$ cat config.mk
export PLATFORM = sky130hd
export DESIGN_NAME = cd_host_initiator
export DESIGN_NICKNAME = d
export VERILOG_FILES = /design/src/rtl/cd_host_initiator.sv
export SDC_FILE = /design/constraint.sdc
export NUM_CORES = 1
export LEC_CHECK = 0
export ABC_AREA = 1
export BUFFER_PORTS_ARGS = -buffer_cell sky130_fd_sc_hd__buf_2
export CELL_PAD_IN_SITES_DETAIL_PLACEMENT = 1
export CELL_PAD_IN_SITES_GLOBAL_PLACEMENT = 2
export CORE_MARGIN = 4
export CORE_UTILIZATION = 30
export CTS_CLUSTER_DIAMETER = 150
export CTS_CLUSTER_SIZE = 24
export DETAILED_ROUTE_END_ITERATION = 12
export PLACE_DENSITY_LB_ADDON = 0.05
export SYNTH_ARGS = -nofsm -noshare
export SYNTH_HDL_FRONTEND = slang
export SYNTH_SLANG_ARGS = --single-unit
$ cat constraint.sdc
create_clock -name clk -period 17.1 [get_ports clk]
set_input_delay 0.855 -clock clk [delete_from_list [all_inputs] [get_ports clk]]
set_output_delay 0.855 -clock clk [all_outputs]
set_load 0.02 [all_outputs]
$ cat src/rtl/cd_host_initiator.sv
// cd_host_initiator: host-side sequencer that issues one compress/decompress command to a codec,
// waits for its status with a timeout, and returns a registered result to the host.
module cd_host_initiator #(
    parameter int DATA_W         = 80,
    parameter int CODE_W         = 8,
    parameter int TIMEOUT_CYCLES = 16
) (
    input  logic              clk,
    input  logic              reset,
    input  logic              req_valid,
    output logic              req_ready,
    input  logic [1:0]        req_op,
    input  logic [DATA_W-1:0] req_data,
    input  logic [CODE_W-1:0] req_code,
    output logic [1:0]        command,
    output logic [DATA_W-1:0] data_in,
    output logic [CODE_W-1:0] compressed_in,
    input  logic [CODE_W-1:0] compressed_out,
    input  logic [DATA_W-1:0] decompressed_out,
    input  logic [1:0]        response,
    output logic              rsp_valid,
    input  logic              rsp_ready,
    output logic [1:0]        rsp_status,
    output logic [CODE_W-1:0] rsp_code,
    output logic [DATA_W-1:0] rsp_data,
    output logic [15:0]       err_count
);
    typedef enum logic [1:0] {IDLE, ISSUE, WAIT, RESP} state_t;
    state_t     state;
    logic [1:0] op;
    logic [7:0] wait_cnt;
    logic       legal, got_rsp, rsp_ok, timeout;
    assign legal   = req_op == 2'b01 || req_op == 2'b10;
    assign got_rsp = response != 2'b00;
    assign rsp_ok  = response == 2'b01;
    assign timeout = wait_cnt == 8'(TIMEOUT_CYCLES - 1);
    // A codec response is checked before the timeout so a late-but-in-time answer wins.
    always_ff @(posedge clk or posedge reset) begin
        if (reset) begin
            state         <= IDLE;
            op            <= 2'b00;
            wait_cnt      <= 8'd0;
            req_ready     <= 1'b1;
            command       <= 2'b00;
            data_in       <= '0;
            compressed_in <= '0;
            rsp_valid     <= 1'b0;
            rsp_status    <= 2'b00;
            rsp_code      <= '0;
            rsp_data      <= '0;
            err_count     <= 16'd0;
        end else begin
            case (state)
                IDLE: if (req_valid) begin
                    req_ready <= 1'b0;
                    rsp_code  <= '0;
                    rsp_data  <= '0;
                    if (legal) begin
                        state         <= ISSUE;
                        op            <= req_op;
                        command       <= req_op;
                        data_in       <= req_data;
                        compressed_in <= req_code;
                    end else begin
                        state      <= RESP;
                        rsp_valid  <= 1'b1;
                        rsp_status <= 2'b11;
                    end
                end
                ISSUE: begin
                    state    <= WAIT;
                    command  <= 2'b00;
                    wait_cnt <= 8'd0;
                end
                WAIT: if (got_rsp || timeout) begin
                    state         <= RESP;
                    rsp_valid     <= 1'b1;
                    data_in       <= '0;
                    compressed_in <= '0;
                    rsp_status    <= got_rsp ? (rsp_ok ? 2'b00 : 2'b01) : 2'b10;
                    rsp_code      <= (got_rsp && rsp_ok && op == 2'b01) ? compressed_out : '0;
                    rsp_data      <= (got_rsp && rsp_ok && op == 2'b10) ? decompressed_out : '0;
                end else begin
                    wait_cnt <= wait_cnt + 8'd1;
                end
                RESP: if (rsp_ready) begin
                    state     <= IDLE;
                    rsp_valid <= 1'b0;
                    req_ready <= 1'b1;
                    if (rsp_status != 2'b00 && err_count != 16'hFFFF) err_count <= err_count + 16'd1;
                end
                default: state <= IDLE;
            endcase
        end
    end
endmodule
==> qor.csv, run 1 <==
stage;metric;value;unit
yosys;synth_top_area_share;55.2;%
drt;vias_per_cell;4.51;
sta;drv_slew;0;
yosys;synth_commonest_cells;nand2_1, dfrtp_1, o21ai_2;
yosys;synth_ff_type;dfrtp_1;
run;maxCapViolations;0;
setup_path;startpoint_type;flip-flop;
min_path;min_path_type;flip-flop to flip-flop;
setup_path;crit_start;state[0];
setup_path;reg2reg_to;compressed_in[3];
setup_path;cp.arrival;3880;ps
sta;slew_headroom;27.1;%
cells_and_area;nNetsFinal;1572;
sta;setup_violations;0;
drt;initialDrtViolationCount;374;
grt;overflow;0;
clock_network;clock_latency;480;ps
yosys;synth_cells;1039;
power_and_ir_drop;ir_drop;0.124;mV
setup_path;crit_family;buffers and inverters;
grt;track_usage;17.3;%
yosys;yosys.cell_types.count;30;
yosys;ys_ff_latch;210;
placement;port_buffers;381;
yosys;synth-async-reset-ratio;100;%
setup_path;reg2reg_slack;13630;ps
yosys;yosysSeqAreaShare;55.5;%
sta;rsz0062_at_grt;false;
setup_path;path_class;flip-flop to flip-flop;
sta;fin_tns_setup;0;ps
yosys;syn-num-nets;1229;
die;die_h;186;um
sta;hold_violations;0;
die;ios;382;
setup_path;crit_buf_inv;4;
clock_network;cts_tree;done;
setup_path;required;17510;ps
cells_and_area;utilization;38.3;%
setup_path;slowest_delay;910;ps
drt;antenna_left;0;
yosys;synth_area_per_cell;9.12;um^2
die;placementRows;64;
grt;antenna_found_initial;12;
setup_path;endpoint_kind;flip-flop;
clock_network;cts_num_sinks;210;
clock_network;post_cts_resize_count;0;
setup_path;crit_path_cell_trace;inv_1 > ha_1 > nand3_1 > inv_1 > o21ai_4 > nand3_4 > buf_4 > buf_4 > nand2_1 > o21ai_2;
sta;fmaxAchievable;288;MHz
sta;clock_skew;20.3;ps
drt;drtPass1Iterations;4;
placement;hpwl;22800;um
clock_network;htree_levels;1;
die;die_w;186;um
drt;via_count;8047;
yosys;synth_edf_count;0;
yosys;synth_most_common_cell;nand2_1;
setup_path;critPathSlowestCell;buf_4;
power_and_ir_drop;power.leakage;0.00622;uW
die;coreArea;0.0309;mm^2
clock_network;cts_buffers;12;
sta;period_minus_slack;3470;ps
sta;finalCritPeriodShare;20.3;%
clock_network;cts_buffer_depth;3;
clock_network;cts_hold_buf;0;
cells_and_area;drive_above_1_share;37.1;%
status;status;finished, final reports clean;
cells_and_area;area_growth;25.0;%
clock_network;path_clk_slew;100;ps
setup_path;r2r-start;state[0];
drt;drc_errors;0;
die;initial_utilization;30.7;%
yosys;syn-cell-area;0.00948;mm^2
power_and_ir_drop;powerDensity;160;mW/mm^2
clock_network;ctsRootBufferMaster;clkbuf_16;
setup_path;crit_cells;10;
setup_path;crit_fanout;95;
drt;wl_per_cell;17.4;um
yosys;synth_area_leaders;dfrtp_1, nand2_1, o21ai_2, buf_6, o21ai_1;
clock_network;cts_setup_buffers;0;
sta;tightestPinTransition;1090;ps
setup_path;crit_end;compressed_in[3];
grt;grt_max_degree;102;
drt;postRouteWirelength;31200;um
grt;grt_pass1_vias;8289;
setup_path;rr_worst_depth;10;
die;die_area;0.0345;mm^2
grt;grt_pass1_wl;47700;um
yosys;synth.largest_area_cell;dfrtp_1;
yosys;yosysWarningCount;0;
placement;place_congestion;0.769;
-- sequential cells by signal (all words and copies together), names as in the netlist, 8 cells and up --
register / cells
err_count: 16
rsp_code: 8
rsp_data: 80
compressed_in: 8
wait_cnt: 8
data_in: 80
-- layout by cell type (no fill, tap or decap), types with 2 or more instances in the layout --
cell type	count
o21ai_2	101
nand4_1	13
diode_2	6
dfrtp_1	209
inv_1	31
ha_1	6
o22ai_1	4
inv_2	3
o21ai_0	25
nand2_1	446
clkbuf_1	2
buf_4	7
nor2_1	32
clkbuf_16	13
nor3_1	2
o21ai_1	64
nand3_4	2
xnor2_1	11
nand3_1	17
buf_2	381
a21oi_1	3
-- metrics by stage --
stage          setup slack, ps  total power (uW)  std cells  cell area (um^2)  hold WS, ps
2_1_floorplan            10510              1430       1039              9480          471
3_3_place_gp             13440              1600       1764             11500          461
3_5_place_dp             13400              1610       1764             11500          464
4_1_cts                  13640              1930       1780             11800          489
5_1_grt                  13250              2050       1783             11800          508
6_report                 13630              1890       1786             11800          483
-- worst reg2reg max path: stages, from the launching register on --
cell,delay [ps]
dfrtp_1,420
inv_1,110
ha_1,330
nand3_1,140
inv_1,110
o21ai_4,130
nand3_4,100
buf_4,770
buf_4,980
nand2_1,220
o21ai_2,100
-- worst min-delay path by stage --
stage	slack (ps)	depth (start not counted)	endpoint	from
2_1_floorplan	470	1	wait_cnt[0]	wait_cnt[0]
3_3_place_gp	460	2	rsp_data[27]	rsp_data[27]
3_5_place_dp	460	2	rsp_data[56]	rsp_data[56]
4_1_cts	490	2	rsp_data[41]	rsp_data[41]
5_1_grt	510	2	rsp_data[50]	rsp_data[50]
6_report	480	2	rsp_data[25]	rsp_data[25]
-- cells by family (layout without fill, tap and decap cells) --
kind of cell               after synthesis  after routing  share of synthesized area (%)
and+or+nand+nor                        516            516                           21.5
adders and majority gates                6              6                          0.792
DFF                                    210            210                           55.5
other                                    0              6                              0
xor gates and xnor gates                12             12                           1.11
buffers and inverters                   94            439                           6.24
AOI/OAI and AO/OA                      201            201                           14.9
-- power breakdown --
group | internal, uW | switching (uW)
combinational | 245 | 640
sequential | 623 | 71.9
clock | 139 | 172
total | 1010 | 884
-- metal layers --
layer / GRT usage [%] / share of wire [%] / up-vias
met5: 0 / 0.33 / -
met4: 3.91 / 2.0 / 18
met3: 7.04 / 10 / 46
met2: 27.2 / 44 / 266
met1: 22.6 / 43 / 3713
li1: - / - / 4004
-- final cells by class --
cell class	instances	area, um^2
Fill cell	3764	19100
Sequential cell	210	5260
Multi-Input combinational cell	735	3640
Timing Repair Buffer	388	1960
Tap cell	396	495
Clock buffer	15	333
Inverter	35	139
Antenna cell	6	15.0
Clock inverter	1	8.76
No activity file was read; power rests on OpenSTA's default activity.
==> run 2: changes to the inputs <==
Settings changed: ABC_AREA 1 to 0, CORE_UTILIZATION 30 to 26.
Clock period 17.1 ns to 3.15 ns, I/O delays scaled along.
==> qor.csv, run 2 <==
stage;metric;value;unit;change
setup_path;crit_fanout;32;;-66%
setup_path;endpoint_kind;flip-flop;;
power_and_ir_drop;net-switching-power;4630;uW;+420%
cells_and_area;nNetsFinal;1507;;-4.1%
sta;hold_violations;0;;unchanged
setup_path;startpoint_type;flip-flop;;
yosys;syn-num-nets;1058;;-14%
yosys;synth_most_common_cell;dfrtp_1;;
sta;fmaxAchievable;370;MHz;+28%
yosys;synth_top_area_share;56.0;%;+0.78 points
clock_network;cts_num_sinks;210;;unchanged
cells_and_area;drive_above_1_share;37.1;%;+0.055 points
grt;grt_max_degree;131;;+28%
yosys;synth_ff_type;dfrtp_1;;
cells_and_area;area_growth;40.7;%;
grt;met3_usage;4.67;%;-2.4 points
sta;finalCritPeriodShare;85.9;%;+66 points
power_and_ir_drop;ir_drop;0.415;mV;+230%
setup_path;cp.arrival;3070;ps;-810 ps
power_and_ir_drop;powerDensity;830;mW/mm^2;+420%
yosys;yosysSeqAreaShare;56.2;%;+0.78 points
yosys;synth_commonest_cells;dfrtp_1, o21ai_0, nand2_1;;
die;initial_utilization;26.3;%;-4.3 points
yosys;ys_ff_latch;210;;unchanged
die;placementRows;69;;+7.8%
die;die_w;198;um;+6.4%
placement;port_buffers;381;;unchanged
setup_path;crit_family;simple AND/OR/NAND/NOR gates;;
status;status;finished, final reports clean;;
drt;antenna_left;0;;unchanged
sta;drv_slew;0;;unchanged
placement;place_congestion;0.728;;-5.4%
setup_path;path_class;flip-flop to flip-flop;;
cells_and_area;largestRegisters;data_in (80), rsp_data (80), err_count (16);;
cells_and_area;fin_area;0.0132;mm^2;+11%
yosys;synth-async-reset-ratio;100;%;unchanged
drt;drc_errors;0;;unchanged
grt;overflow;0;;unchanged
placement;placedCellCount;1658;;-6.0%
clock_network;cts_buffer_depth;3;;unchanged
drt;via_count;8092;;+0.56%
yosys;yosysWarningCount;0;;unchanged
setup_path;required;3520;ps;-13990 ps
yosys;yosys.cell_types.count;48;;+60%
min_path;min_path_type;primary input to flip-flop;;
yosys;syn-cell-area;0.00935;mm^2;-1.4%
power_and_ir_drop;p_comb_share;48.0;%;+1.2 points
drt;vias_per_cell;4.54;;+0.73%
setup_path;critPathSlowestCell;or3b_1;;
die;coreArea;0.0355;mm^2;+15%
die;die_h;198;um;+6.4%
drt;initialDrtViolationCount;331;;-11%
yosys;synth_edf_count;0;;unchanged
grt;antenna_found_initial;3;;-9
setup_path;slowest_delay;470;ps;-440 ps
sta;clock_skew;17.4;ps;-2.91 ps
cells_and_area;final_cell_mix;buf_2, dfrtp_1, o21ai_0;;
power_and_ir_drop;switching_share;42.4;%;-4.3 points
yosys;synth.largest_area_cell;dfrtp_1;;
clock_network;htree_levels;1;;unchanged
cells_and_area;multi_input_area;0.00376;mm^2;+3.5%
grt;grt_util_met1;21.5;%;-1.1 points
power_and_ir_drop;power.leakage;0.00641;uW;+3.1%
yosys;synth_area_leaders;dfrtp_1, o21ai_0, mux2_2, nor2b_1, nand2_1;;
drt;wl_per_cell;18.4;um;+5.6%
sta;slew_headroom;30.3;%;+3.2 points
run;maxCapViolations;0;;unchanged
sta;period_minus_slack;2710;ps;-763 ps
cells_and_area;fin_cells;1783;;-0.17%
sta;setup_violations;0;;unchanged
clock_network;clock_latency;480;ps;about the same
sta;rsz0062_at_grt;false;;
clock_network;ctsRootBufferMaster;clkbuf_16;;
sta;tightestPinTransition;1040;ps;-48.4 ps
yosys;synth_cells;868;;-16%
grt;grtUsageMet2;26.5;%;-0.74 points
die;ios;382;;unchanged
placement;hpwl;22200;um;-2.6%
grt;top_usage_layer;met2;;
setup_path;crit_path_cell_trace;inv_1 > ha_4 > or3b_1 > a21o_1 > nand2_4 > buf_12 > mux2_2;;
grt;grt_pass1_vias;8757;;+5.6%
placement;placed_area;0.0117;mm^2;+2.2%
yosys;synth_area_per_cell;10.8;um^2;+18%
die;die_area;0.0390;mm^2;+13%
power_and_ir_drop;p_clk_share;15.6;%;-0.9 points
clock_network;cts_buffers;12;;unchanged
drt;drtPass1Iterations;4;;unchanged
clock_network;cts_tree;done;;
setup_path;crit_buf_inv;2;;-2
power_and_ir_drop;totalPowerFinal;10900;uW;+480%
cells_and_area;layout_commonest_cell;buf_2;;
grt;grt_pass1_wl;51300;um;+7.5%
grt;track_usage;16.2;%;-1.1 points
power_and_ir_drop;p_int;6290;uW;+520%
cells_and_area;regArea;0.00526;mm^2;unchanged
sta;fin_tns_setup;0;ps;unchanged
drt;postRouteWirelength;32900;um;+5.5%
clock_network;path_clk_slew;100;ps;about the same
power_and_ir_drop;pwr-share-seq;36.4;%;-0.3 points
cells_and_area;num-fill-cells;4076;;+8.3%
## run 2: cell count changes after synthesis, sizes merged, moves of 6 or more
cell / change
a21oi: +6
buf: -19
clkbuf: +25
inv: -22
mux2: +93
mux2i: +6
nand2: -342
nand3: -8
nor2: -20
nor2b: +91
o21ai: -14
o31ai: +8
## run 2: metrics by stage
step                      hold WS (ps)  setup WS, ps  util [%]
after floorplan                    285           265         -
after global placement             353           474      33.1
after detailed placement           355           430      33.1
after CTS                        0.964           387      37.1
after global routing              5.66           283      37.1
final                             20.2           445      37.1
## run 2: cell type report
type	count	area share, %
tap	461	4.39
antenna	2	0.0380
multi-input combinational	580	28.6
inverter	13	0.400
sequential	210	40.0
timing repair buffer	500	24.0
clock inverter	1	0.0666
clock buffer	16	2.56
## run 2: routing by layer
layer | up-vias | part of all wire, %
met1 | 3984 | 44
li1 | 3839 | -
met2 | 235 | 47
met5 | - | 0.040
met4 | 2 | 1.9
met3 | 32 | 7.3
## run 2: cell families (layout without fill, tap and decap cells)
kind of cell             Yosys count  in the layout  synth area share, %
XOR/XNOR                          18             18                 1.69
AO/OA/AOI/OAI                    206            206                 11.7
AND/OR/NAND/NOR                  251            251                 13.9
buffers and inverters             78            530                 3.84
adder cells (fa/ha/maj)            6              6                0.803
other                              0              2                    0
flip-flops                       210            210                 56.2
multiplexers                      99             99                 11.8
## run 2: power groups by stage
stage	clock (uW)	sequential [uW]	combinational [uW]
final	1700	3970	5250
after global routing	1910	4090	5740
after CTS	1820	3980	5400
after detailed placement	0	4040	5280
after global placement	0	4010	5240
after floorplan	0	4960	2460
## run 2: worst paths after layout
check / start / endpoint / slack, ps / depth (start not counted)
max: state[0] / data_in[0] / 440 / 7
min: req_code[6] / compressed_in[6] / 20 / 3
max reg2reg: state[0] / data_in[0] / 440 / 7
min reg2reg: data_in[70] / data_in[70] / 500 / 1
max in group asynchronous: reset / data_in[4] / 2070 / 4
min in group asynchronous: reset / rsp_data[33] / 320 / 4
## run 2: tightest hold or removal path, cell delays in order
cell and delay, ps:
buf_2 80, nor2b_1 110, mux2_1 120
## run 2: timing repair
item | CTS | global route
setup buffers | 0 | 0
hold buffers | 106 | 0
hold endpoints to repair | 279 | 0
resized for setup | 0 | 0
==> run 3: changes to the inputs <==
Settings changed: BUFFER_PORTS_ARGS -buffer_cell sky130_fd_sc_hd__buf_2 to not set, CORE_UTILIZATION 26 to 34, CTS_BUF_LIST set to sky130_fd_sc_hd__clkbuf_16, DONT_BUFFER_PORTS set to 1.
==> qor.csv, run 3 (synthesized netlist as in run 2, its figures left out) <==
stage;metric;value;unit;change
sta;finalCritPeriodShare;84.7;%;-1.2 points
setup_path;crit_fanout;50;;+56%
sta;fin_tns_setup;0;ps;unchanged
cells_and_area;final_cell_mix;dfrtp_1, dlygate4sd3_1, o21ai_0;;
clock_network;path_clk_slew;100;ps;about the same
drt;postRouteWirelength;29700;um;-9.7%
drt;wl_per_cell;21.8;um;+18%
clock_network;cts_buffers;12;;unchanged
power_and_ir_drop;powerDensity;852;mW/mm^2;+2.5%
clock_network;cts_tree;done;;
min_path;min_path_type;primary input to flip-flop;;
sta;tightestPinTransition;879;ps;-166 ps
placement;hpwl;19900;um;-10%
setup_path;crit_end;rsp_valid;;
die;placementRows;60;;-13%
die;die_h;174;um;-12%
clock_network;clock_latency;480;ps;about the same
power_and_ir_drop;power.leakage;0.00505;uW;-21%
power_and_ir_drop;ir_drop;0.403;mV;-3.0%
cells_and_area;nNetsFinal;1207;;-20%
setup_path;endpoint_kind;flip-flop;;
setup_path;reg2reg_to;rsp_valid;;
sta;period_minus_slack;2670;ps;-37.0 ps
cells_and_area;utilization;43.9;%;+6.8 points
cells_and_area;num-fill-cells;2868;;-30%
sta;clock_skew;17.0;ps;-0.380 ps
power_and_ir_drop;p_int;5740;uW;-8.9%
drt;drc_errors;0;;unchanged
sta;rsz0062_at_grt;false;;
grt;grt_pass1_wl;46700;um;-9.1%
power_and_ir_drop;net-switching-power;4370;uW;-5.7%
cells_and_area;largestRegisters;data_in (80), rsp_data (80), err_count (16);;
power_and_ir_drop;switching_share;43.2;%;+0.84 points
drt;vias_per_cell;5.22;;+15%
setup_path;crit_path_cell_trace;inv_1 > ha_2 > buf_4 > mux2i_4 > buf_4 > a211oi_1 > a21oi_1 > a41oi_1 > dlygate4sd3_1;;
cells_and_area;area_growth;26.9;%;
setup_path;r2r-start;state[0];;
setup_path;required;3560;ps;+40 ps
grt;grt_pass1_vias;8066;;-7.9%
sta;fmaxAchievable;375;MHz;+1.4%
sta;worst_slack;482;ps;+37.0 ps
power_and_ir_drop;p_clk_share;16.4;%;+0.8 points
drt;via_count;7105;;-12%
setup_path;startpoint_type;flip-flop;;
power_and_ir_drop;p_comb_share;31.8;%;-16 points
clock_network;cts_buffer_depth;3;;unchanged
drt;antenna_left;0;;unchanged
setup_path;rr_worst_depth;9;;+2
clock_network;ctsRootBufferMaster;clkbuf_16;;
drt;drtPass1Iterations;4;;unchanged
setup_path;slowest_delay;560;ps;+90 ps
sta;hold_violations;0;;unchanged
cells_and_area;drive_above_1_share;10.9;%;-26 points
cells_and_area;layout_commonest_cell;dfrtp_1;;
placement;pre_cts_ws;589;ps;+159 ps
setup_path;critPathSlowestCell;dlygate4sd3_1;;
grt;antenna_found_initial;0;;-3
cells_and_area;diodes;0;;-2
grt;grt_max_degree;93;;-29%
setup_path;crit_start;state[0];;
clock_network;cts_num_sinks;210;;unchanged
grt;overflow;0;;unchanged
run;maxCapViolations;0;;unchanged
die;ios;382;;unchanged
sta;slew_headroom;41.3;%;+11 points
die;die_w;174;um;-12%
min_path;min_from;req_code[2];;
drt;initialDrtViolationCount;262;;-21%
setup_path;reg2reg_slack;480;ps;+40 ps
setup_path;crit_top_cell;buf_4;;
die;coreArea;0.0270;mm^2;-24%
die;die_area;0.0302;mm^2;-23%
grt;track_usage;18.9;%;+2.7 points
setup_path;cp.arrival;3080;ps;about the same
die;initial_utilization;34.6;%;+8.2 points
setup_path;path_class;flip-flop to flip-flop;;
power_and_ir_drop;pwr-share-seq;51.8;%;+15 points
placement;place_congestion;0.790;;+8.6%
clock_network;post_cts_resize_count;0;;unchanged
sta;drv_slew;0;;unchanged
status;status;finished, final reports clean;;
sta;setup_violations;0;;unchanged
clock_network;htree_levels;1;;unchanged
placement;port_buffers;0;;-100%
[run 3: cell count changes in the layout (fill, tap and decap cells not counted), sizes merged]
cell,change
inv,+3
dlygate4sd3,+79
clkbuf,-3
diode,-2
buf,-379
[run 3: power by group through the flow]
stage                     clock network, uW  registers, uW  logic [uW]
final                                  1660           5230        3210
after global placement                    0           5280        2870
after global routing                   1850           5330        3580
after detailed placement                  0           5300        3060
after floorplan                           0           4960        2460
after CTS                              1760           5250        3270
[run 3: critical path, delay by kind of cell, from the launching register on]
family                   cells  cell delay (ps)
buffers and inverters        4             1310
multiplexers                 1              120
AO/OA/AOI/OAI                3              540
adder cells (fa/ha/maj)      1              180
flip-flops                   1              440
[run 3: worst min-delay path by stage]
stage	endpoint	slack, ps	cells after the start
6_report	compressed_in[2]	40	2
3_5_place_dp	rsp_data[38]	240	1
4_1_cts	command[0]	20	3
2_1_floorplan	rsp_data[10]	280	2
5_1_grt	compressed_in[2]	30	2
3_3_place_gp	rsp_data[29]	230	1
[run 3: area by class of cell]
type | count | area (um^2) | share of cell area [%]
inverter | 13 | 52.6 | 0.443
timing repair buffer | 200 | 2030 | 17.1
tap | 341 | 427 | 3.60
clock inverter | 4 | 20.0 | 0.169
multi-input combinational | 580 | 3750 | 31.7
sequential | 210 | 5260 | 44.3
clock buffer | 13 | 325 | 2.74
[run 3: routing by layer]
layer  track usage, %  vias up  routed length (um)
met5                0        -                   0
met4             6.24        0                1020
met3             6.67       55                2530
met2             33.6      257               15000
met1             21.3     3563               11100
li1                 -     3230                   -
[run 3: metrics by stage]
stage               instances  total power, uW  hold slack [ps]  cell area (um^2)
global placement         1159             8150              225              9670
floorplan                 868             7410              285              9350
detailed placement       1159             8360              239              9670
global route             1361            10800             26.5             11900
CTS                      1361            10300             15.7             11900
finish                   1361            10100             37.1             11900
[run 3: repair_timing]
item                                   CTS  global route
endpoints found under the hold margin  216             0
hold buffers                           185             0
setup buffers                            0             0
